==> config.mk <==
export PLATFORM = sky130hd
export DESIGN_NAME = hazard_ctrl
export DESIGN_NICKNAME = d
export VERILOG_FILES = /design/src/rtl/hazard_ctrl.sv
export SDC_FILE = /design/constraint.sdc
export NUM_CORES = 1
export LEC_CHECK = 0
export ABC_AREA = 1
export CAP_MARGIN = 20
export CORE_MARGIN = 1.5
export CORE_UTILIZATION = 50
export CTS_CLUSTER_DIAMETER = 50
export CTS_CLUSTER_SIZE = 20
export DETAILED_ROUTE_END_ITERATION = 6
export HOLD_SLACK_MARGIN = 0.03
export MAX_ROUTING_LAYER = met4
export PLACE_DENSITY = 0.81
export SLEW_MARGIN = 30
export SYNTH_ARGS = -nofsm -noshare
export SYNTH_HDL_FRONTEND = slang
export SYNTH_SLANG_ARGS = --single-unit
==> constraint.sdc <==
create_clock -name clk -period 6.5 [get_ports clk]
set_clock_uncertainty 0.05 [all_clocks]
set_input_delay 1.3 -clock clk [delete_from_list [all_inputs] [get_ports clk]]
set_output_delay 1.3 -clock clk [all_outputs]
set_load 0.01 [all_outputs]
==> src/rtl/hazard_ctrl.sv <==
// hazard_ctrl: decode->execute issue control with register scoreboard, depth limit and jump flush window.
module hazard_ctrl #(
  parameter int FLUSH_CYCLES = 2,
  parameter int MAX_INFLIGHT = 3
) (
  input  logic        clk,
  input  logic        rst_n,
  input  logic        dec_valid_i,
  input  logic [31:0] dec_inst_i,
  input  logic        ex_ready_i,
  input  logic        jumptaken_i,
  input  logic        wb_valid_i,
  input  logic [4:0]  wb_rd_i,
  output logic        dec_stall_o,
  output logic        issue_o,
  output logic        flush_o,
  output logic [31:0] sb_o,
  output logic [3:0]  inflight_o,
  output logic        err_o
);
  localparam int CW = (FLUSH_CYCLES > 1) ? $clog2(FLUSH_CYCLES) : 1;
  typedef enum logic {RUN, FLUSH} state_t;
  state_t          r_state;
  logic [CW-1:0]   r_cnt;
  logic [31:0]     r_sb;
  logic [3:0]      r_inflight;
  logic            r_err;
  logic [6:0]      w_opc;
  logic [4:0]      w_rs1, w_rs2, w_rd;
  logic            w_uses_rs1, w_uses_rs2, w_writes_rd, w_hazard, w_flush, w_issue;
  logic [31:0]     w_set, w_clr;
  assign w_opc = dec_inst_i[6:0];
  assign w_rs1 = dec_inst_i[19:15];
  assign w_rs2 = dec_inst_i[24:20];
  assign w_rd  = dec_inst_i[11:7];
  assign w_uses_rs1  = w_opc inside {7'b0110011, 7'b0010011, 7'b0000011, 7'b0100011, 7'b1100011, 7'b1100111};
  assign w_uses_rs2  = w_opc inside {7'b0110011, 7'b0100011, 7'b1100011};
  assign w_writes_rd = (w_rd != 5'd0) &&
    (w_opc inside {7'b0110011, 7'b0010011, 7'b0000011, 7'b0110111, 7'b0010111, 7'b1101111, 7'b1100111});
  // Hazards look only at registered state, so a retire frees decode one cycle later.
  assign w_hazard = (w_uses_rs1 && w_rs1 != 5'd0 && r_sb[w_rs1])
                  | (w_uses_rs2 && w_rs2 != 5'd0 && r_sb[w_rs2])
                  | (w_writes_rd && r_sb[w_rd])
                  | (r_inflight == 4'(MAX_INFLIGHT));
  assign w_flush = jumptaken_i | (r_state == FLUSH);
  assign dec_stall_o = dec_valid_i & (w_hazard | w_flush);
  assign w_issue = dec_valid_i & ex_ready_i & ~dec_stall_o;
  assign issue_o = w_issue;
  assign flush_o = w_flush;
  assign sb_o = r_sb;
  assign inflight_o = r_inflight;
  assign err_o = r_err;
  assign w_set = (w_issue && w_writes_rd) ? (32'd1 << w_rd) : 32'd0;
  assign w_clr = (wb_valid_i && wb_rd_i != 5'd0) ? (32'd1 << wb_rd_i) : 32'd0;
  always_ff @(posedge clk or negedge rst_n) begin
    if (!rst_n) begin
      r_state    <= RUN;
      r_cnt      <= '0;
      r_sb       <= '0;
      r_inflight <= '0;
      r_err      <= 1'b0;
    end else begin
      r_sb <= ((r_sb & ~w_clr) | w_set) & 32'hFFFF_FFFE;
      if (wb_valid_i && r_inflight == 4'd0) r_err <= 1'b1;
      if (w_issue && !wb_valid_i) r_inflight <= r_inflight + 4'd1;
      else if (!w_issue && wb_valid_i && r_inflight != 4'd0) r_inflight <= r_inflight - 4'd1;
      if (jumptaken_i) begin
        r_state <= FLUSH;
        r_cnt   <= CW'(FLUSH_CYCLES - 1);
      end else if (r_state == FLUSH) begin
        if (r_cnt == '0) r_state <= RUN;
        else r_cnt <= r_cnt - 1'b1;
      end
    end
  end
endmodule
Word-level counts from Yosys, hierarchy flattened

Index checks and enable logic that the tools add are counted.
W data, S select, Z words.

Add/subtract/negate cells: 3
$lt $le $gt $ge: 3
Eq/ne operators: 10
Shifts and indexed selects: 2
Muxes and demuxes: 16
Bitwise logic cells: 12
Reduce and logical (&&, ||, !) cells: 25

Operators with widths:

| cell                   | count |
|---|---|
| $mux W32               | 2 |
| $shl A1 B5 Y32 const A | 2 |
| $and A32 B32 Y32       | 1 |
| $not A32 Y32           | 1 |
| $or A32 B32 Y32        | 1 |
| $eq A7 B6 Y1 const B   | 3 |
| $eq A7 B7 Y1 const B   | 3 |
| $reduce_bool A5 Y1     | 4 |
| $lt A5 B6 Y1 const B   | 3 |
| $bmux W1 S5            | 3 |
| $eq A7 B5 Y1 const B   | 2 |
| $logic_and A1 B1 Y1    | 12 |
| $mux W1                | 9 |
| $mux W4                | 2 |
| $eq A7 B2 Y1 const B   | 1 |
| $reduce_bool A7 Y1     | 1 |
| $reduce_bool A6 Y1     | 1 |
| $or A1 B1 Y1           | 5 |
| $add A4 B1 Y4 const B  | 1 |
| $eq A4 B2 Y1 const B   | 1 |
| $logic_not A4 Y1       | 1 |
| $reduce_bool A2 Y1     | 2 |
| $reduce_bool A4 Y1     | 1 |
| $sub A4 B1 Y4 const B  | 1 |
| other kinds (5)        | 8 |

Bits in registers: 38
Bits of input ports: 43
Word-level logic and storage cells: 76

Longest topological paths before layout

Word-level depth: 16
Gate-level depth with buffers: 24

Worst setup path after synthesis

Ideal clock, no wire load.

Path kind: input port to output port
Start point: input dec_inst_i[20]
End point: output dec_stall_o
Data arrival time: 2.350 ns
Setup slack: 2.800 ns
Stages: 13
Cells stage by stage: buf_4 > inv_2 > buf_6 > nand2_1 > nand2_1 > nand2_1 > nand3_1 > nand3_1 > nand3b_1 > nand3_1 > nand2_1 > nor2_1 > nor2_1

Longest elaborated chain between the ends: 8
Elaborated cells between the ends (all ways): 10
Classes of those cells: 2 x mux; 5 x bitwise; 3 x reduce/logical

RTL lines:

| what                                                                        | RTL line | source |
|---|---|---|
| start: declaration                                                          | 9        | `input logic [31:0] dec_inst_i,` |
| $bmux W1 S5 / $reduce_bool A5 Y1 (equally long branches)                    | 42       | `\| (w_uses_rs2 && w_rs2 != 5'd0 && r_sb[w_rs2])` |
| $mux W1 (implied by the code) / $logic_and A1 B1 Y1 (equally long branches) | 42       |  |
| $logic_and A1 B1 Y1 *                                                       | 42       |  |
| $or A1 B1 Y1 *                                                              | 42       |  |
| $or A1 B1 Y1 *                                                              | 43       | `\| (w_writes_rd && r_sb[w_rd])` |
| $or A1 B1 Y1 *                                                              | 44       | `\| (r_inflight == 4'(MAX_INFLIGHT));` |
| $or A1 B1 Y1 *                                                              | 46       | `assign dec_stall_o = dec_valid_i & (w_hazard \| w_flush);` |
| $and A1 B1 Y1 *                                                             | 46       |  |
| end: declaration                                                            | 14       | `output logic dec_stall_o,` |

Mark *: on every way between the ends. The rest lies on a longest branch, timed or not. The select of a mux whose other input is x is not followed.

Worst setup path after layout

Start point: input dec_inst_i[7]
End point: output issue_o

Longest elaborated chain between the ends: 9
Elaborated cells between the ends (all ways): 11
Classes of those cells: 2 x mux; 6 x bitwise; 3 x reduce/logical

RTL lines:

| what                                                                        | RTL line | source |
|---|---|---|
| $bmux W1 S5 / $reduce_bool A5 Y1 (equally long branches)                    | 43, 38   |  |
| $mux W1 (implied by the code) / $logic_and A1 B1 Y1 (equally long branches) | 43, 38   |  |
| $logic_and A1 B1 Y1 *                                                       | 43       |  |
| $or A1 B1 Y1 *                                                              | 43       |  |
| $or A1 B1 Y1 *                                                              | 44       |  |
| $or A1 B1 Y1 *                                                              | 46       |  |
| $and A1 B1 Y1 *                                                             | 46       |  |
| $not A1 Y1 *                                                                | 47       | `assign w_issue = dec_valid_i & ex_ready_i & ~dec_stall_o;` |
| $and A1 B1 Y1 *                                                             | 47       |  |
| end: declaration                                                            | 15       | `output logic issue_o,` |

Marked as above.

==> flow_summary.json <==
{
  "status": "finished, final reports clean",
  "clockBufferDepth": 2,
  "timing.setup.tns_ns": 0,
  "rsz0062_at_grt": "false",
  "overflow": 0,
  "synthArstFlopShare_pct": 100.0,
  "grt_max_degree": 39,
  "hold_path.class": "flop to flop",
  "antenna_found_initial": 0,
  "crit_type": "primary input to primary output",
  "hold_depth": 1,
  "use_met1_pct": 42.75,
  "io_buffer_count": 71,
  "clkTransAtPathRegs_ns": 0.07,
  "use_met2_pct": 48.83,
  "place_area_um2": 3920,
  "min_delay_worst_endpoint": "err_o$_DFFE_PN0P_",
  "hp-start": "err_o$_DFFE_PN0P_",
  "firstDrtPassIters": 6,
  "p_comb_share_pct": 36.0,
  "row_count": 29,
  "grt_pass1_vias": 3612,
  "grt.total_usage_pct": 31.37,
  "n_antenna_cell": 0,
  "relSlewSlack_pct": 50.01,
  "dr_total_vias": 3845,
  "arrival_ns": 4.03,
  "routedWlPerCell_um": 16.19,
  "drcViolationCount": 0,
  "hold_viol_final": 0,
  "drv_slew": 0,
  "place_ws_ns": 1.178,
  "io_pins": 83,
  "synthesis.nets": 572,
  "path_max_fanout": 17,
  "reg2reg_from": "sb_o[11]$_DFF_PN0_",
  "drive_gt1_share_pct": 4.983,
  "synth_commonest_cells": "184 x nand2_1, 71 x nand3_1, 55 x inv_1",
  "finalSetupViolCount": 0,
  "synthesis.area_um2": 3246,
  "num-nets-final": 627,
  "critPathLaunch": "dec_inst_i[7]",
  "p_leak_nw": 1.881,
  "synthCells": 526,
  "drtIter0Drc": 355,
  "p_int_uw": 494.3,
  "cts_buffers": 5,
  "r2r_slack_ns": 3.56,
  "clock_latency_ns": 0.29,
  "die_y_um": 83.57,
  "start_kind": "primary input",
  "cts_root_buf": "clkbuf_8",
  "rr_worst_depth": 21,
  "syn2layout_area_growth_pct": 24.17,
  "drv_cap": 0,
  "synth_top_area_share_pct": 29.30,
  "clkPwrFrac_pct": 24.7,
  "synth_top_flop_cell": "dfrtp_1",
  "dp_hpwl_mm": 7.910,
  "post_cts_buffers": 0,
  "worstMarginPinSlew_ns": 0.7476,
  "via_per_inst": 5.835,
  "fin_ws_ns": 1.122,
  "cts_sinks": 38,
  "fp.coreArea_um2": 6314,
  "seq_area_frac_synth_pct": 29.30,
  "seqPwrFrac_pct": 39.3,
  "fin_area_um2": 4030,
  "fillers": 603,
  "yosysMostFrequentCell": "nand2_1",
  "ir_drop_mv": 0.1356,
  "switching_share_pct": 35.40,
  "start_util_pct": 51.41,
  "die_x_um": 83.57,
  "grt_pass1_wl_mm": 17.50,
  "p_sw_uw": 270.9,
  "avgSynthCellArea_um2": 6.170,
  "ys_warn_count": 0,
  "reg2reg_to": "inflight_o[3]$_DFFE_PN0P_",
  "post-route-period-util_pct": 82.74,
  "grt_use_met3_pct": 4.253,
  "ant_nets": 0,
  "period_needed_ns": 5.378,
  "p_per_area_nw_per_um2": 189.9,
  "synth.distinct_cells": 33,
  "ys_ff_latch": 38,
  "utilization_pct": 63.83,
  "max_freq_ghz": 0.1859,
  "synth_top_cell_by_area": "dfrtp_1",
  "worstSetupEndpointType": "primary output",
  "synth_area_leaders": "dfrtp_1 29%, nand2_1 21%, nand3_1 11%, inv_1 6.4%, nor2_1 4.7%",
  "gp_congestion": 0.9376,
  "top_usage_layer": "met2",
  "cts-hold-fix-buffers": 0,
  "die_area_um2": 6984,
  "drt-total-wl_mm": 10.67,
  "required_ns": 5.15,
  "cts_tree": "done",
  "h-tree-depth": 2,
  "synth_edf_count": 0,
  "ctsResizeCount": 0
}
==> cell families after synthesis <==
logic type	share of synthesized area (%)
and+or+nand+nor	44.68
buffers and inverters	12.41
AOI/OAI and AO/OA	11.84
DFF	29.30
adders and majority gates	1.388
xor gates and xnor gates	0.2699
other	0.1155
==> per-stage QoR <==
step	power, mW	std cells	hold WS (ns)
finish	0.7652	659	0.4168
global route	0.8095	659	0.4538
CTS	0.7625	659	0.4178
detailed placement	0.5759	651	0.4011
global placement	0.5683	651	0.3896
floorplan	0.4555	526	0.3859
==> worst max-delay path, stage by stage <==
cell and delay [ns]:
clkdlybuf4s50_1 0.88, nand2_1 0.27, inv_2 0.16, nand2_1 0.08, nand3_1 0.08, nand2_1 0.05, inv_1 0.06, nand2_1 0.04
nand2_1 0.09, nand2_1 0.06, nand3_1 0.15, nand4_2 0.14, inv_2 0.12, clkdlybuf4s50_1 0.54
==> power by group through the flow <==
stage | logic, mW | clock network, mW | registers, mW
after floorplan | 0.148 | 0 | 0.308
after global placement | 0.265 | 0 | 0.304
after detailed placement | 0.272 | 0 | 0.304
after CTS | 0.273 | 0.190 | 0.299
after global routing | 0.305 | 0.200 | 0.305
final | 0.276 | 0.189 | 0.301
==> registers in the layout, summed over array words and instances, names as in the netlist <==
name and cells:
r_cnt 1, r_state 1, inflight_o 4, err_o 1, sb_o 31
==> worst max-delay path by stage <==
stage	end	cells past startpoint
after floorplan	dec_stall_o	13
after global placement	issue_o	14
after detailed placement	issue_o	14
after CTS	issue_o	14
after global routing	dec_stall_o	15
final	issue_o	14
==> cell usage in the layout, fill, tap and decap left out, types with 2 or more instances in the layout <==
cell type        Yosys  final
a21oi_1              3      3
nor3_1              11     11
nor2_1              41     41
a31oi_1              2      2
o41ai_1             10     10
nor4_1               2      2
inv_2                7      7
o21ai_1             10     10
nand2_1            184    184
inv_1               55     55
buf_4                4      5
nand4_1             14     14
o22ai_1              7      7
nor2_2               3      3
clkbuf_8             0      8
ha_1                 2      2
dfrtp_1             38     38
o211ai_1             3      3
o21ai_0             14     14
clkdlybuf4s50_1      0     71
o31ai_1              8      8
nor2_4               4      4
nand3_1             71     71
==> metal layers <==
layer	vias to the layer above	wire (um)
li1	1831	-
met4	0	268
met2	251	4836
met3	32	998
met1	1731	4568
met5	-	0
==> layout make-up <==
| class | instances | area (um2) | share of cell area [%] |
|---|---|---|---|
| Tap cell | 77 | 96.34 | 2.391 |
| Inverter | 62 | 232.7 | 5.775 |
| Clock buffer | 8 | 110.1 | 2.732 |
| Timing Repair Buffer | 76 | 748.2 | 18.57 |
| Sequential cell | 38 | 950.9 | 23.60 |
| Multi-Input combinational cell | 398 | 1892 | 46.94 |
No activity file was read; power rests on OpenSTA's default activity.
